**src/rtl/regs_wb_arbiter.sv**
```systemverilog
// Register-file write arbiter: pipeline writeback first, buffered
// multi-cycle results drain into idle slots; tracks busy registers.
//
// Ports:
//   i_clk, i_rst (sync, active-high), i_ce (clock enable)
//   i_pipe_we/i_pipe_addr/i_pipe_dat : single-cycle writeback request
//   i_issue/i_issue_addr, o_issue_ready : multi-cycle op issue
//   i_mc_valid/o_mc_ready/i_mc_addr/i_mc_dat : multi-cycle result push
//   o_we/o_addr_wr/o_dat_wr : registered register-file write port
//   o_busy_mask : registers awaiting a multi-cycle result
//   o_err : sticky protocol violation flag
module regs_wb_arbiter #(
    parameter int DEPTH   = 2,
    parameter int MAX_OUT = 4
) (
    input  logic        i_clk,
    input  logic        i_rst,
    input  logic        i_ce,
    input  logic        i_pipe_we,
    input  logic [4:0]  i_pipe_addr,
    input  logic [31:0] i_pipe_dat,
    input  logic        i_issue,
    input  logic [4:0]  i_issue_addr,
    output logic        o_issue_ready,
    input  logic        i_mc_valid,
    output logic        o_mc_ready,
    input  logic [4:0]  i_mc_addr,
    input  logic [31:0] i_mc_dat,
    output logic        o_we,
    output logic [4:0]  o_addr_wr,
    output logic [31:0] o_dat_wr,
    output logic [31:0] o_busy_mask,
    output logic        o_err
);

    localparam int AW = (DEPTH > 1) ? $clog2(DEPTH) : 1;
    localparam int CW = $clog2(DEPTH + 1);
    localparam int PW = $clog2(MAX_OUT + 1);

    logic [4:0]    r_fifo_addr [DEPTH];
    logic [31:0]   r_fifo_dat  [DEPTH];
    logic [AW-1:0] r_wptr;
    logic [AW-1:0] r_rptr;
    logic [CW-1:0] r_count;
    logic [PW-1:0] r_pend;
    logic [31:0]   r_busy;
    logic          r_we;
    logic [4:0]    r_addr;
    logic [31:0]   r_dat;
    logic          r_err;

    logic          w_full;
    logic          w_empty;
    logic          w_push;
    logic          w_pop;
    logic          w_pipe_sel;
    logic          w_issue_ok;
    logic          w_err_evt;
    logic [4:0]    w_head_addr;
    logic [31:0]   w_head_dat;
    logic [CW-1:0] w_count_nxt;
    logic [PW-1:0] w_pend_nxt;
    logic [31:0]   w_busy_nxt;

    // Ready depends on occupancy only; a same-cycle pop never
    // opens a slot for a push.
    assign w_full        = (r_count == CW'(DEPTH));
    assign w_empty       = (r_count == '0);
    assign o_mc_ready    = ~w_full;
    assign o_issue_ready = (r_pend != PW'(MAX_OUT));

    assign w_push     = i_mc_valid & ~w_full;
    // A pipeline write to x0 leaves the slot free for the FIFO.
    assign w_pipe_sel = i_pipe_we & (i_pipe_addr != 5'd0);
    assign w_pop      = ~w_pipe_sel & ~w_empty;
    assign w_issue_ok = i_issue & o_issue_ready;

    assign w_head_addr = r_fifo_addr[r_rptr];
    assign w_head_dat  = r_fifo_dat[r_rptr];

    assign w_err_evt = (i_issue & ~o_issue_ready)
                     | (i_issue & r_busy[i_issue_addr])
                     | (w_push & (r_pend == '0));

    always_comb begin
        w_count_nxt = r_count;
        unique case ({w_push, w_pop})
            2'b10:   w_count_nxt = r_count + 1'b1;
            2'b01:   w_count_nxt = r_count - 1'b1;
            default: w_count_nxt = r_count;
        endcase
    end

    // Issue and pop on the same edge cancel; the guards keep the
    // counter inside 0..MAX_OUT.
    always_comb begin
        w_pend_nxt = r_pend;
        if (w_issue_ok && !w_pop) begin
            w_pend_nxt = r_pend + 1'b1;
        end else if (!w_issue_ok && w_pop && r_pend != '0) begin
            w_pend_nxt = r_pend - 1'b1;
        end
    end

    // Clear before set so a same-edge set on the popped address wins.
    always_comb begin
        w_busy_nxt = r_busy;
        if (w_pop) begin
            w_busy_nxt[w_head_addr] = 1'b0;
        end
        if (w_issue_ok && i_issue_addr != 5'd0) begin
            w_busy_nxt[i_issue_addr] = 1'b1;
        end
        w_busy_nxt[0] = 1'b0;
    end

    // FIFO storage needs no reset; occupancy is tracked by pointers.
    always_ff @(posedge i_clk) begin
        if (!i_rst && i_ce && w_push) begin
            r_fifo_addr[r_wptr] <= i_mc_addr;
            r_fifo_dat[r_wptr]  <= i_mc_dat;
        end
    end

    always_ff @(posedge i_clk) begin
        if (i_rst) begin
            r_wptr  <= '0;
            r_rptr  <= '0;
            r_count <= '0;
            r_pend  <= '0;
            r_busy  <= '0;
            r_err   <= 1'b0;
        end else if (i_ce) begin
            if (w_push) begin
                r_wptr <= r_wptr + 1'b1;
            end
            if (w_pop) begin
                r_rptr <= r_rptr + 1'b1;
            end
            r_count <= w_count_nxt;
            r_pend  <= w_pend_nxt;
            r_busy  <= w_busy_nxt;
            if (w_err_evt) begin
                r_err <= 1'b1;
            end
        end
    end

    always_ff @(posedge i_clk) begin
        if (i_rst) begin
            r_we   <= 1'b0;
            r_addr <= '0;
            r_dat  <= '0;
        end else if (i_ce) begin
            if (w_pipe_sel) begin
                r_we   <= 1'b1;
                r_addr <= i_pipe_addr;
                r_dat  <= i_pipe_dat;
            end else if (!w_empty) begin
                // Results aimed at x0 still drain, but never write.
                r_we   <= (w_head_addr != 5'd0);
                r_addr <= w_head_addr;
                r_dat  <= w_head_dat;
            end else begin
                r_we <= 1'b0;
            end
        end
    end

    assign o_we        = r_we;
    assign o_addr_wr   = r_addr;
    assign o_dat_wr    = r_dat;
    assign o_busy_mask = r_busy;
    assign o_err       = r_err;

endmodule

```
**config.mk**
```make
export PLATFORM = sky130hd
export DESIGN_NAME = regs_wb_arbiter
export DESIGN_NICKNAME = d
export VERILOG_FILES = /design/src/rtl/regs_wb_arbiter.sv
export SDC_FILE = /design/constraint.sdc
export NUM_CORES = 1
export LEC_CHECK = 0
export ABC_AREA = 0
export BUFFER_PORTS_ARGS = -buffer_cell sky130_fd_sc_hd__buf_2
export CAP_MARGIN = 20
export CORE_MARGIN = 2
export CORE_UTILIZATION = 57
export CTS_CLUSTER_SIZE = 14
export DETAILED_ROUTE_END_ITERATION = 8
export PLACE_DENSITY = 0.89
export SKIP_CTS_REPAIR_TIMING = 1
export SYNTH_ARGS = -nofsm -noshare
export SYNTH_HDL_FRONTEND = slang
export SYNTH_SLANG_ARGS = --single-unit
```
**constraint.sdc**
```tcl
create_clock -name i_clk -period 9.45 [get_ports i_clk]
set_input_delay 0.945 -clock i_clk [delete_from_list [all_inputs] [get_ports i_clk]]
set_output_delay 0.945 -clock i_clk [all_outputs]
set_load 0.01 [all_outputs]
```
# After elaboration in Yosys (flattened, before gate mapping)

Memories as Yosys holds them, arrays and structs flattened. A register that Yosys moved wholly into a read port is not among the register bits.
Index checks and enable logic that the tools add are counted.

Register bits after elaboration: 77
RAM bits: 74
Word-level logic and storage cells: 90
Memories kept: 2

Memories:

| name        | words | bits a word | rd ports | clocked after Yosys merged registers in | wr ports | line | source |
|---|---|---|---|---|---|---|---|
| r_fifo_dat  | 2     | 32          | 1        | 1                                       | 1        | 41   | `logic [31:0] r_fifo_dat [DEPTH];` |
| r_fifo_addr | 2     | 5           | 1        | 1                                       | 1        | 40   | `logic [4:0] r_fifo_addr [DEPTH];` |

Add/sub/neg operators: 6
Magnitude comparators: 4
Equal/unequal tests: 5
Multiplexer cells: 23
Bitwise gates (word level): 16
Reduce and logical (&&, ||, !) cells: 25

Operators by type and width:

| kind                                                        | count |
|---|---|
| two-way mux 32 bit                                          | 4 |
| bitwise AND 32 bit                                          | 1 |
| NOT 32 bit                                                  | 1 |
| OR 32 bit                                                   | 1 |
| nonzero test 5 bit                                          | 3 |
| less-than comparator 5 x 6 -> 1 bit (second input constant) | 2 |
| AND reduction 2 bit                                         | 6 |
| two-way mux 1 bit                                           | 11 |
| demux 1 bit (select 5 bit)                                  | 2 |
| >= comparator 5 x 1 -> 1 bit (second input constant)        | 2 |
| two-way mux 5 bit                                           | 2 |
| logical AND 1 bit                                           | 8 |
| bitwise AND 1 bit                                           | 7 |
| two-way mux 3 bit                                           | 2 |
| binary-select mux 1 bit (select 5 bit)                      | 1 |
| equality test 2 bit (second input constant)                 | 2 |
| NOT 1 bit                                                   | 4 |
| one-hot mux 2 bit (2 select lines)                          | 1 |
| nonzero test 2 bit                                          | 2 |
| adder 3 x 1 -> 3 bit (second input constant)                | 1 |
| zero test 1 bit                                             | 3 |
| zero test 3 bit                                             | 1 |
| != test 3 bit (second input constant)                       | 1 |
| nonzero test 3 bit                                          | 1 |
| other kinds (8)                                             | 10 |

# Longest topological paths before layout

Gate-level depths: netlist of run 1.

Depth in word-level cells: 9
Depth in mapped cells: 12
Mapped depth without buffers: 11

# Least setup slack after synthesis of run 1

Ideal clock, no wire load.

Path kind: input to register
Start: input i_ce
End: memory r_fifo_addr[1][0], enable pin
Setup time: 485 ps
Arrival: 4138 ps
Setup slack: 4827 ps
Stages on the path: 3
Cell sequence: clkbuf_1 -> nand3_1 -> nor3b_1

Word-level cells in the longest chain between the ends: 4

Ends and longest elaborated chain:

| what                                    | line | source |
|---|---|---|
| start, declared                         | 18   | `input logic i_ce,` |
| logical AND 1 bit (2 in a row)          | 119  | `if (!i_rst && i_ce && w_push) begin` |
| two-way mux 1 bit                       | 119  |  |
| two-way mux 1 bit (not written as such) | 120  | `r_fifo_addr[r_wptr] <= i_mc_addr;` |
| end, declared                           | 40   |  |

Every way passes these cells.

# Worst setup path after layout of run 1

Start: input i_pipe_addr[0]
End: register r_pend[2]

Word-level cells in the longest chain between the ends: 8

Ends and longest elaborated chain:

| what                                                        | line    | source |
|---|---|---|
| start, declared                                             | 20      | `input logic [4:0] i_pipe_addr,` |
| nonzero test 5 bit (*)                                      | 74      | `assign w_pipe_sel = i_pipe_we & (i_pipe_addr != 5'd0);` |
| bitwise AND 1 bit (*)                                       | 74      |  |
| NOT 1 bit (*)                                               | 75      | `assign w_pop = ~w_pipe_sel & ~w_empty;` |
| bitwise AND 1 bit (*)                                       | 75      |  |
| zero test 1 bit / logical AND 1 bit (equally long branches) | 98, 100 |  |
| logical AND 1 bit (on tied branches)                        | 98, 100 |  |
| nonzero test 2 bit (no line)                                | -       |  |
| AND reduction 2 bit (no line)                               | -       |  |
| end signal, assigned                                        | 141     | `r_pend <= w_pend_nxt;` |
| end, declared                                               | 45      | `logic [PW-1:0] r_pend;` |

Every way passes the cells marked *; elsewhere a longest branch is shown, timed or not.
A chain may end at the register's enable or synchronous reset.

==> out/summary.log, run 1 <==
[sta] clock skew after layout 0.00707 ns
[routing] vias 5,274
[routing] detailed-route DRC error count 0
[pwr] Switch Pwr 0.395 mW
[min_path] hold depth 2
[global_route] number of global-route vias before repair 5,182
[placement] dpl ws 5.98 ns
[die] die footprint 12,100 um2
[final_layout] Total Nets Final 834
[critical_path] Max stage delay cell, worst path sky130_fd_sc_hd__or4_4
[min_path] Hold Path Origin o_dat_wr[29]$_SDFFE_PP0P_
[yosys] library cell with the largest summed area after synthesis sky130_fd_sc_hd__edfxtp_1
[clock_network] cell at the root of the clock tree sky130_fd_sc_hd__clkbuf_8
[critical_path] critical path data arrival time 3.34 ns
[min_path] capture endpoint of the worst hold path o_dat_wr[29]$_SDFFE_PP0P_
[routing] wire length per cell 17.4 um
[global_route] GRT Resource Usage Total 0.272
[yosys] Netlist Area Pre-Place 6400 um2
[critical_path] Buffers & Inverters on Critical Path 1
[final_layout] Inserted Diodes 0
[routing] vias per cell 5.87
[clock_network] maximum clock path buffer count 2
[sta] post-route worst setup slack 6.49 ns
[yosys] syn_nets 692
[critical_path] R2R Path End o_busy_mask[8]$_SDFFE_PP0P_
[pwr] Peak supply drop 116 uV
[global_route] antenna violations before repair 2
[yosys] count of distinct cell types in the synthesized netlist 46
[sta] post-route minimum period 2.96 ns
[clock_network] Clock Sinks 152
[run_status] status completed
[routing] Total Routed Length 15,700 um
[die] Initial Utilization 0.588
[critical_path] worst stage delay on the critical path 0.56 ns
[critical_path] FF-to-FF setup slack 6.69 ns
[pwr] power density over the cells 202 nW/um2
[placement] GP Congestion 0.899
[critical_path] capturing element type of the critical path register
[critical_path] crit path cell chain buf_2 -> or4_4 -> o21ai_4 -> and2_1 -> nor2_1 -> xnor2_1 -> ha_1 -> a2111oi_0 -> and3_1 -> o21ai_0 -> xor2_1 -> nor2_1
[pwr] part of the power in combinational logic 0.111
[sta] final setup vio count 0
[sta] number of max-slew violations in the final report 0
[yosys] number of standard cells after synthesis 605
[critical_path] CP delay by family, top simple AND/OR/NAND/NOR gates
[pwr] clock share of power 0.425
[final_layout] proportion of layout cells with a drive suffix above 1 0.279
[min_path] worst min-delay path class register to register
[clock_network] total clock buffers created by CTS 17
[critical_path] required time of the critical path 9.83 ns
[sta] Max Freq 338 MHz
[final_layout] cell area after layout 7840 um2
[critical_path] category of the worst setup path launch point primary input
[clock_network] clock-pin slew on the worst setup and hold paths 0.06 ns
[sta] Final Cycle Share 0.313
[yosys] area share of the largest cell type after synthesis 0.347
[die] core area 10,900 um2
[sta] number of endpoints with negative hold slack in the final report 0
[clock_network] insertion delay to the later sink of the worst-skew pair 0.52 ns
[clock_network] number of H-tree levels 4
[yosys] Synth Warn # 0
[critical_path] number of cell instances on the worst register-to-register path 6
[routing] routed metal-1 wire length 6180 um
[die] number of core rows 38
[pwr] leak pwr 3.06 nW
[yosys] leading cell types by total area after synthesis sky130_fd_sc_hd__edfxtp_1 (35%), sky130_fd_sc_hd__dfxtp_1 (24%), sky130_fd_sc_hd__mux2i_1 (6.4%), sky130_fd_sc_hd__a21oi_1 (5.9%), sky130_fd_sc_hd__nor2_1 (5.6%)
[clock_network] TritonCTS clock tree done
[routing] sum of met3 wire segment lengths after detailed routing 1280 um
[critical_path] worst setup path class primary input to register
[pwr] Sw Share 0.249
[global_route] pin count of the biggest net entering global routing 81
[pwr] Int Pwr 1.19 mW
[critical_path] Critical Path Most Common Cell sky130_fd_sc_hd__nor2_1
[pwr] part of the power in registers 0.465
[global_route] global-route wire length before repair 24,900 um
[routing] post-route antenna net violation count 0
[routing] detailed-routed wire length on met2 7760 um
[critical_path] maximum fanout count along the critical path 7
[routing] First-pass DRT Iterations 5
[job] reported max-cap violation count 0
[yosys] number of synthesized register bits 152
[die] Die Y-Extent 110 um
[die] Boundary Pins 158
[die] x dimension of the die 110 um
[yosys] per-instance average area after synthesis 10.6 um2
[sta] Max transition margin 0.287
[placement] I/O Buffers 156
[yosys] sequential element share of the synthesized area 0.591
[routing] number of DRC violations after detailed-routing iteration 0 478
[routing] topmost layer with routed signal wires met5
[sta] unrepaired setup endpoints after global routing false
[sta] slew at the pin with the worst max-slew slack 1.07 ns
[global_route] overflow left after global routing 0
[placement] instance area after placement 7250 um2
[sta] sum of negative setup slack 0 ns
[final_layout] area delta synth->final 22.4%
[placement] HPWL reported at the end of detailed placement 10,400 um
worst max-delay path by stage:
stage	startpoint	to	slack, ns	cells after the start
2_1_floorplan	i_ce	r_fifo_addr[1][0]$_DFFE_PP_	4.83	3
3_3_place_gp	i_pipe_addr[0]	r_pend[2]$_SDFFE_PP0P_	6.06	12
3_5_place_dp	i_pipe_addr[0]	r_pend[2]$_SDFFE_PP0P_	5.98	12
4_1_cts	i_pipe_addr[0]	r_pend[2]$_SDFFE_PP0P_	6.52	12
5_1_grt	i_pipe_addr[0]	r_pend[2]$_SDFFE_PP0P_	6.27	12
6_report	i_pipe_addr[0]	r_pend[2]$_SDFFE_PP0P_	6.49	12
flip-flops by register name (all words and copies together), names as in the netlist, named ones only:
name and count:
r_fifo_dat 64, o_dat_wr 32, o_busy_mask 31, r_fifo_addr 10
o_addr_wr 5, r_pend 3, r_count 2, o_err 1
o_we 1, r_rptr 1, r_wptr 1
Yosys cell counts (all sizes together):
cell type / number
xor2: 5
buf: 21
inv: 4
xnor2: 3
mux4: 5
o21ai: 36
a31oi: 3
o21a: 1
o211ai: 3
clkbuf: 20
conb: 1
dfxtp: 78
a211oi: 35
a31o: 1
mux2i: 41
a2111oi: 1
edfxtp: 74
or2: 2
nor3b: 5
mux2: 4
o22ai: 2
ha: 2
o211a: 1
nor3: 8
nand3: 3
a21oi: 75
o32ai: 2
or3b: 1
and3: 2
nand2: 54
o2111a: 1
a311oi: 1
nor2: 96
nand3b: 2
a221oi: 1
nand4: 1
nand2b: 5
o2bb2ai: 1
nor2b: 1
or4: 1
and2: 2
metal layers:
metal  GRT usage  vias up
met5           0        -
li1            -     2487
met2       0.464      267
met3      0.0688       39
met1       0.328     2477
met4       0.112        4
worst reg2reg max path, cell delays in order (launching register included):
cell and delay (ns):
sky130_fd_sc_hd__dfxtp_2 0.57, sky130_fd_sc_hd__buf_4 0.51, sky130_fd_sc_hd__mux2i_1 0.39, sky130_fd_sc_hd__nor3b_1 0.58, sky130_fd_sc_hd__nand2_1 0.25, sky130_fd_sc_hd__o21ai_0 0.22, sky130_fd_sc_hd__a21oi_1 0.09
per-stage QoR:
| step | hold slack, ns | std cells | power [mW] | utilization |
|---|---|---|---|---|
| 6_report | 0.487 | 899 | 1.59 | 0.720 |
| 5_1_grt | 0.516 | 899 | 1.64 | 0.720 |
| 4_1_cts | 0.491 | 899 | 1.59 | 0.720 |
| 3_5_place_dp | 0.475 | 868 | 0.923 | 0.666 |
| 3_3_place_gp | 0.464 | 868 | 0.914 | 0.666 |
| 2_1_floorplan | 0.472 | 605 | 0.862 | - |
final cells by class:
type | instances | area, um2
inverters | 4 | 15.0
flip-flops and latches | 152 | 3780
fillers | 766 | 3050
clock buffers | 17 | 414
repair buffers | 164 | 841
well taps | 140 | 175
clock inverters | 14 | 174
multi-input cells | 408 | 2440
power by group through the flow:
stage                     Clock (mW)  Sequential (mW)  Combinational [mW]
final                          0.674            0.737               0.175
after global routing           0.711            0.740               0.193
after CTS                      0.682            0.737               0.175
after detailed placement           0            0.750               0.173
after global placement             0            0.748               0.166
after floorplan                    0            0.754               0.108
logic make-up (layout without fill, tap and decap cells):
kind of cell,count (synthesis),count (layout),share of synthesized area
AOI/OAI and AO/OA,164,164,0.152
xor gates and xnor gates,8,8,0.0109
adders and majority gates,2,2,0.00391
buffers and inverters,45,199,0.0320
DFF,152,152,0.591
muxes,50,50,0.0893
other,1,1,0.000585
and+or+nand+nor,183,183,0.121
layout by cell type, fill, tap and decap left out, types with 8 or more instances in the layout:
| cell | count |
|---|---|
| sky130_fd_sc_hd__buf_2 | 156 |
| sky130_fd_sc_hd__nor2_1 | 96 |
| sky130_fd_sc_hd__dfxtp_1 | 77 |
| sky130_fd_sc_hd__a21oi_1 | 75 |
| sky130_fd_sc_hd__edfxtp_1 | 74 |
| sky130_fd_sc_hd__nand2_1 | 54 |
| sky130_fd_sc_hd__mux2i_1 | 41 |
| sky130_fd_sc_hd__a211oi_1 | 35 |
| sky130_fd_sc_hd__o21ai_0 | 34 |
| sky130_fd_sc_hd__clkbuf_16 | 16 |
| sky130_fd_sc_hd__buf_4 | 8 |
No activity file was read; power rests on OpenSTA's default activity.
==> run 2: changes to the inputs <==
ABC_AREA = 1   (was 0)
CORE_UTILIZATION = 54   (was 57)
PLACE_DENSITY = 0.84   (was 0.89)
clock period = 2.84 ns   (was 9.45 ns; I/O delays follow)
==> out/summary.log, run 2 <==
[yosys] cell with the most instances after synthesis sky130_fd_sc_hd__nand2_1
[final_layout] proportion of layout cells with a drive suffix above 1 0.298 [+0.0183]
[routing] Total Routed Length 16,400 um [+4.6%]
[routing] First-pass DRT Iterations 5 [unchanged]
[sta] Max transition margin 0.452 [+0.165]
[min_path] worst min-delay path class primary input to register
[clock_network] maximum clock path buffer count 2 [unchanged]
[global_route] met2 track demand over resource in global routing 0.420 [-0.0442]
[critical_path] critical path data arrival time 2.47 ns [-0.87 ns]
[final_layout] flip-flop count of the largest register, all copies and words added 64 [unchanged]
[yosys] ranking of synthesized cells by instance count sky130_fd_sc_hd__nand2_1 (214), sky130_fd_sc_hd__dfxtp_1 (78), sky130_fd_sc_hd__edfxtp_1 (74)
[final_layout] area delta synth->final 22.5% [about the same]
[die] Initial Utilization 0.549 [-0.0393]
[yosys] per-instance average area after synthesis 9.29 um2 [-12%]
[pwr] Int Pwr 3.92 mW [+230%]
[die] Boundary Pins 158 [unchanged]
[pwr] Switch Pwr 1.36 mW [+240%]
[final_layout] number of inserted filler cells in the final layout 922 [+20%]
[pwr] part of the power in combinational logic 0.104 [-0.007]
[global_route] global-route wire length before repair 25,900 um [+4.0%]
[min_path] Hold Path Origin i_mc_dat[18]
[die] x dimension of the die 114 um [+3.9%]
[die] Die Y-Extent 114 um [+3.9%]
[clock_network] insertion delay to the later sink of the worst-skew pair 0.43 ns [-0.09 ns]
[final_layout] most frequent standard cell in the layout excluding fill and tap cells sky130_fd_sc_hd__nand2_1
[min_path] capture endpoint of the worst hold path r_fifo_dat[0][18]$_DFFE_PP_
[pwr] Sw Share 0.257 [+0.00794]
[sta] final setup vio count 0 [unchanged]
[sta] Final Cycle Share 0.756
[die] die footprint 13,100 um2 [+7.9%]
[yosys] sequential element share of the synthesized area 0.576 [-0.0145]
[run_status] status completed
[yosys] Netlist Area Pre-Place 6570 um2 [+2.5%]
[critical_path] worst setup path class register to register
[clock_network] clock-pin slew on the worst setup and hold paths 0.07 ns [about the same]
[yosys] count of distinct cell types in the synthesized netlist 32 [-30%]
[final_layout] register ranked first by flip-flop count r_fifo_dat
[yosys] area share of the largest cell type after synthesis 0.338 [-0.00853]
[clock_network] TritonCTS clock tree done
[routing] wire length per cell 16.1 um [-7.2%]
[clock_network] Clock Sinks 152 [unchanged]
[clock_network] cell at the root of the clock tree sky130_fd_sc_hd__clkbuf_16
[critical_path] category of the worst setup path launch point register
[critical_path] startpoint of the worst register-to-register path r_count[1]$_SDFFE_PP0P_
[critical_path] capturing element type of the critical path register
[sta] number of max-slew violations in the final report 0 [unchanged]
[clock_network] number of H-tree levels 4 [unchanged]
[routing] post-route antenna net violation count 0 [unchanged]
[global_route] met3 track utilization from global routing 0.0662 [-0.00261]
[yosys] Synth Warn # 0 [unchanged]
[yosys] number of standard cells after synthesis 707 [+17%]
[global_route] pin count of the biggest net entering global routing 43 [-47%]
[critical_path] maximum fanout count along the critical path 4 [-3]
[routing] detailed-route DRC error count 0 [unchanged]
[pwr] part of the power in registers 0.462 [-0.003]
[global_route] antenna violations before repair 1 [-1]
[sta] Max Freq 466 MHz
[min_path] hold depth 1 [-1]
[routing] number of DRC violations after detailed-routing iteration 0 548 [+15%]
[critical_path] R2R Path End r_pend[2]$_SDFFE_PP0P_
[routing] vias 5,669 [+7.5%]
[pwr] Power, Total 5.27 mW [+230%]
[yosys] library cell with the largest summed area after synthesis sky130_fd_sc_hd__edfxtp_1
[clock_network] total clock buffers created by CTS 17 [unchanged]
[routing] vias per cell 5.59 [-4.7%]
[yosys] most common flop cell mapped by yosys sky130_fd_sc_hd__dfxtp_1
[critical_path] required time of the critical path 3.16 ns [-6.67 ns]
[placement] HPWL reported at the end of detailed placement 11,000 um [+6.4%]
[global_route] most utilized layer in the global route result met2
[yosys] syn_nets 794 [+15%]
[pwr] clock share of power 0.434 [+0.009]
[sta] post-route minimum period 2.15 ns
[pwr] Peak supply drop 434 uV [+280%]
[global_route] GRT Resource Usage Total 0.258 [-0.0140]
[sta] clock skew after layout 0.00835 ns [+0.00128 ns]
[pwr] leak pwr 3.34 nW [+9.3%]
[yosys] number of synthesized register bits 152 [unchanged]
[final_layout] Inserted Diodes 0 [unchanged]
[placement] I/O Buffers 156 [unchanged]
[critical_path] FF-to-FF setup slack 0.69 ns [-6.00 ns]
[yosys] asr flop ratio synth 0 [unchanged]
[pwr] power density over the cells 655 nW/um2 [+220%]
[final_layout] most used cells in the layout excluding fill and tap cells sky130_fd_sc_hd__nand2_1 (214), sky130_fd_sc_hd__buf_2 (156), sky130_fd_sc_hd__dfxtp_1 (77), sky130_fd_sc_hd__edfxtp_1 (74)
[critical_path] number of cell instances on the worst register-to-register path 14 [+8]
[die] core area 12,000 um2 [+9.9%]
[global_route] overflow left after global routing 0 [unchanged]
[sta] slew at the pin with the worst max-slew slack 0.822 ns [-0.245 ns]
[sta] number of endpoints with negative hold slack in the final report 0 [unchanged]
[die] number of core rows 40 [+5.3%]
[yosys] leading cell types by total area after synthesis sky130_fd_sc_hd__edfxtp_1 (34%), sky130_fd_sc_hd__dfxtp_1 (24%), sky130_fd_sc_hd__nand2_1 (12%), sky130_fd_sc_hd__mux2_2 (5.5%), sky130_fd_sc_hd__a31oi_1 (3.5%)
[global_route] number of global-route vias before repair 5,328 [+2.8%]
[sta] sum of negative setup slack 0 ns [unchanged]
[final_layout] Total Nets Final 941 [+13%]
[global_route] grt met1 use 0.326 [-0.00182]
[job] reported max-cap violation count 0 [unchanged]
[yosys] number of enable-type register cells in the synthesized netlist 74 [unchanged]
[sta] unrepaired setup endpoints after global routing false
[placement] GP Congestion 0.919 [+2.2%]
run 2: changes by cell type after synthesis, moves of 8 or more:
cell and change:
sky130_fd_sc_hd__a21oi_1 -33, sky130_fd_sc_hd__o21ai_0 +8, sky130_fd_sc_hd__nand2_1 +160, sky130_fd_sc_hd__inv_1 +24
sky130_fd_sc_hd__a211oi_1 -35, sky130_fd_sc_hd__a31oi_1 +34, sky130_fd_sc_hd__mux2i_1 -41, sky130_fd_sc_hd__nor2_1 -73
sky130_fd_sc_hd__mux2_2 +29, sky130_fd_sc_hd__nand3_1 +39, sky130_fd_sc_hd__o21ai_1 +8
run 2: layer usage:
| layer | wire length [um] | vias to the layer above |
|---|---|---|
| li1 | - | 2730 |
| met1 | 6630 | 2595 |
| met2 | 7870 | 298 |
| met3 | 1420 | 44 |
| met4 | 451 | 2 |
| met5 | 12 | - |
run 2: worst max-delay path by stage:
stage / startpoint / to / slack (ns) / cells past startpoint
after global placement: r_count[1]$_SDFFE_PP0P_ / r_pend[2]$_SDFFE_PP0P_ / 0.78 / 14
after global routing: r_count[0]$_SDFFE_PP0P_ / r_pend[2]$_SDFFE_PP0P_ / 0.51 / 14
after floorplan: r_count[0]$_SDFFE_PP0P_ / r_fifo_addr[0][0]$_DFFE_PP_ / 0.03 / 6
after CTS: r_count[1]$_SDFFE_PP0P_ / r_pend[2]$_SDFFE_PP0P_ / 0.72 / 14
final: r_count[1]$_SDFFE_PP0P_ / r_pend[2]$_SDFFE_PP0P_ / 0.69 / 14
after detailed placement: r_count[1]$_SDFFE_PP0P_ / r_pend[2]$_SDFFE_PP0P_ / 0.73 / 14
run 2: cell families (layout without fill, tap and decap cells):
| logic type | after synthesis | in the layout | share of synthesized area |
|---|---|---|---|
| flops | 152 | 152 | 0.576 |
| compound gates | 136 | 136 | 0.114 |
| simple gates | 310 | 310 | 0.199 |
| fa+ha+maj | 2 | 2 | 0.00381 |
| other cells | 1 | 1 | 0.000571 |
| buf+inv | 72 | 232 | 0.0484 |
| xor+xnor | 2 | 2 | 0.00267 |
| mux | 32 | 32 | 0.0549 |
run 2: cell type report:
cell class | instances | area [um2] | share of cell area
Timing Repair Buffer | 164 | 841 | 0.104
Clock buffer | 17 | 425 | 0.0529
Tap cell | 147 | 184 | 0.0229
Inverter | 36 | 135 | 0.0168
Clock inverter | 15 | 181 | 0.0225
Multi-Input combinational cell | 483 | 2490 | 0.310
Sequential cell | 152 | 3780 | 0.470
run 2: power groups by stage:
stage,clock [mW],sequential (mW),combinational (mW)
global placement,0,2.48,0.527
global route,2.41,2.44,0.604
floorplan,0,2.50,0.305
CTS,2.31,2.43,0.543
detailed placement,0,2.48,0.538
finish,2.29,2.43,0.548
run 2: critical path, stage by stage, from the launching register on:
cell and delay [ns]:
sky130_fd_sc_hd__dfxtp_1 0.34, sky130_fd_sc_hd__nor2_1 0.26, sky130_fd_sc_hd__inv_1 0.14, sky130_fd_sc_hd__nand2_1 0.25, sky130_fd_sc_hd__nand2_1 0.20, sky130_fd_sc_hd__xor2_1 0.19, sky130_fd_sc_hd__ha_1 0.18, sky130_fd_sc_hd__inv_1 0.07
sky130_fd_sc_hd__nand2_1 0.05, sky130_fd_sc_hd__nand2_1 0.06, sky130_fd_sc_hd__nand2_1 0.05, sky130_fd_sc_hd__inv_1 0.07, sky130_fd_sc_hd__nand3_1 0.07, sky130_fd_sc_hd__nand2_1 0.07, sky130_fd_sc_hd__nor2_1 0.04
run 2: through the flow:
stage / instances / cell area (um2) / utilization / hold WS (ns) / worst slack (ns)
final: 1014 / 8050 / 0.673 / 0.0422 / 0.692
after global routing: 1014 / 8050 / 0.673 / 0.0314 / 0.507
after CTS: 1014 / 8050 / 0.673 / 0.0302 / 0.716
after detailed placement: 982 / 7440 / 0.622 / 0.455 / 0.726
after global placement: 982 / 7440 / 0.622 / 0.452 / 0.784
after floorplan: 707 / 6570 / - / 0.383 / 0.0336
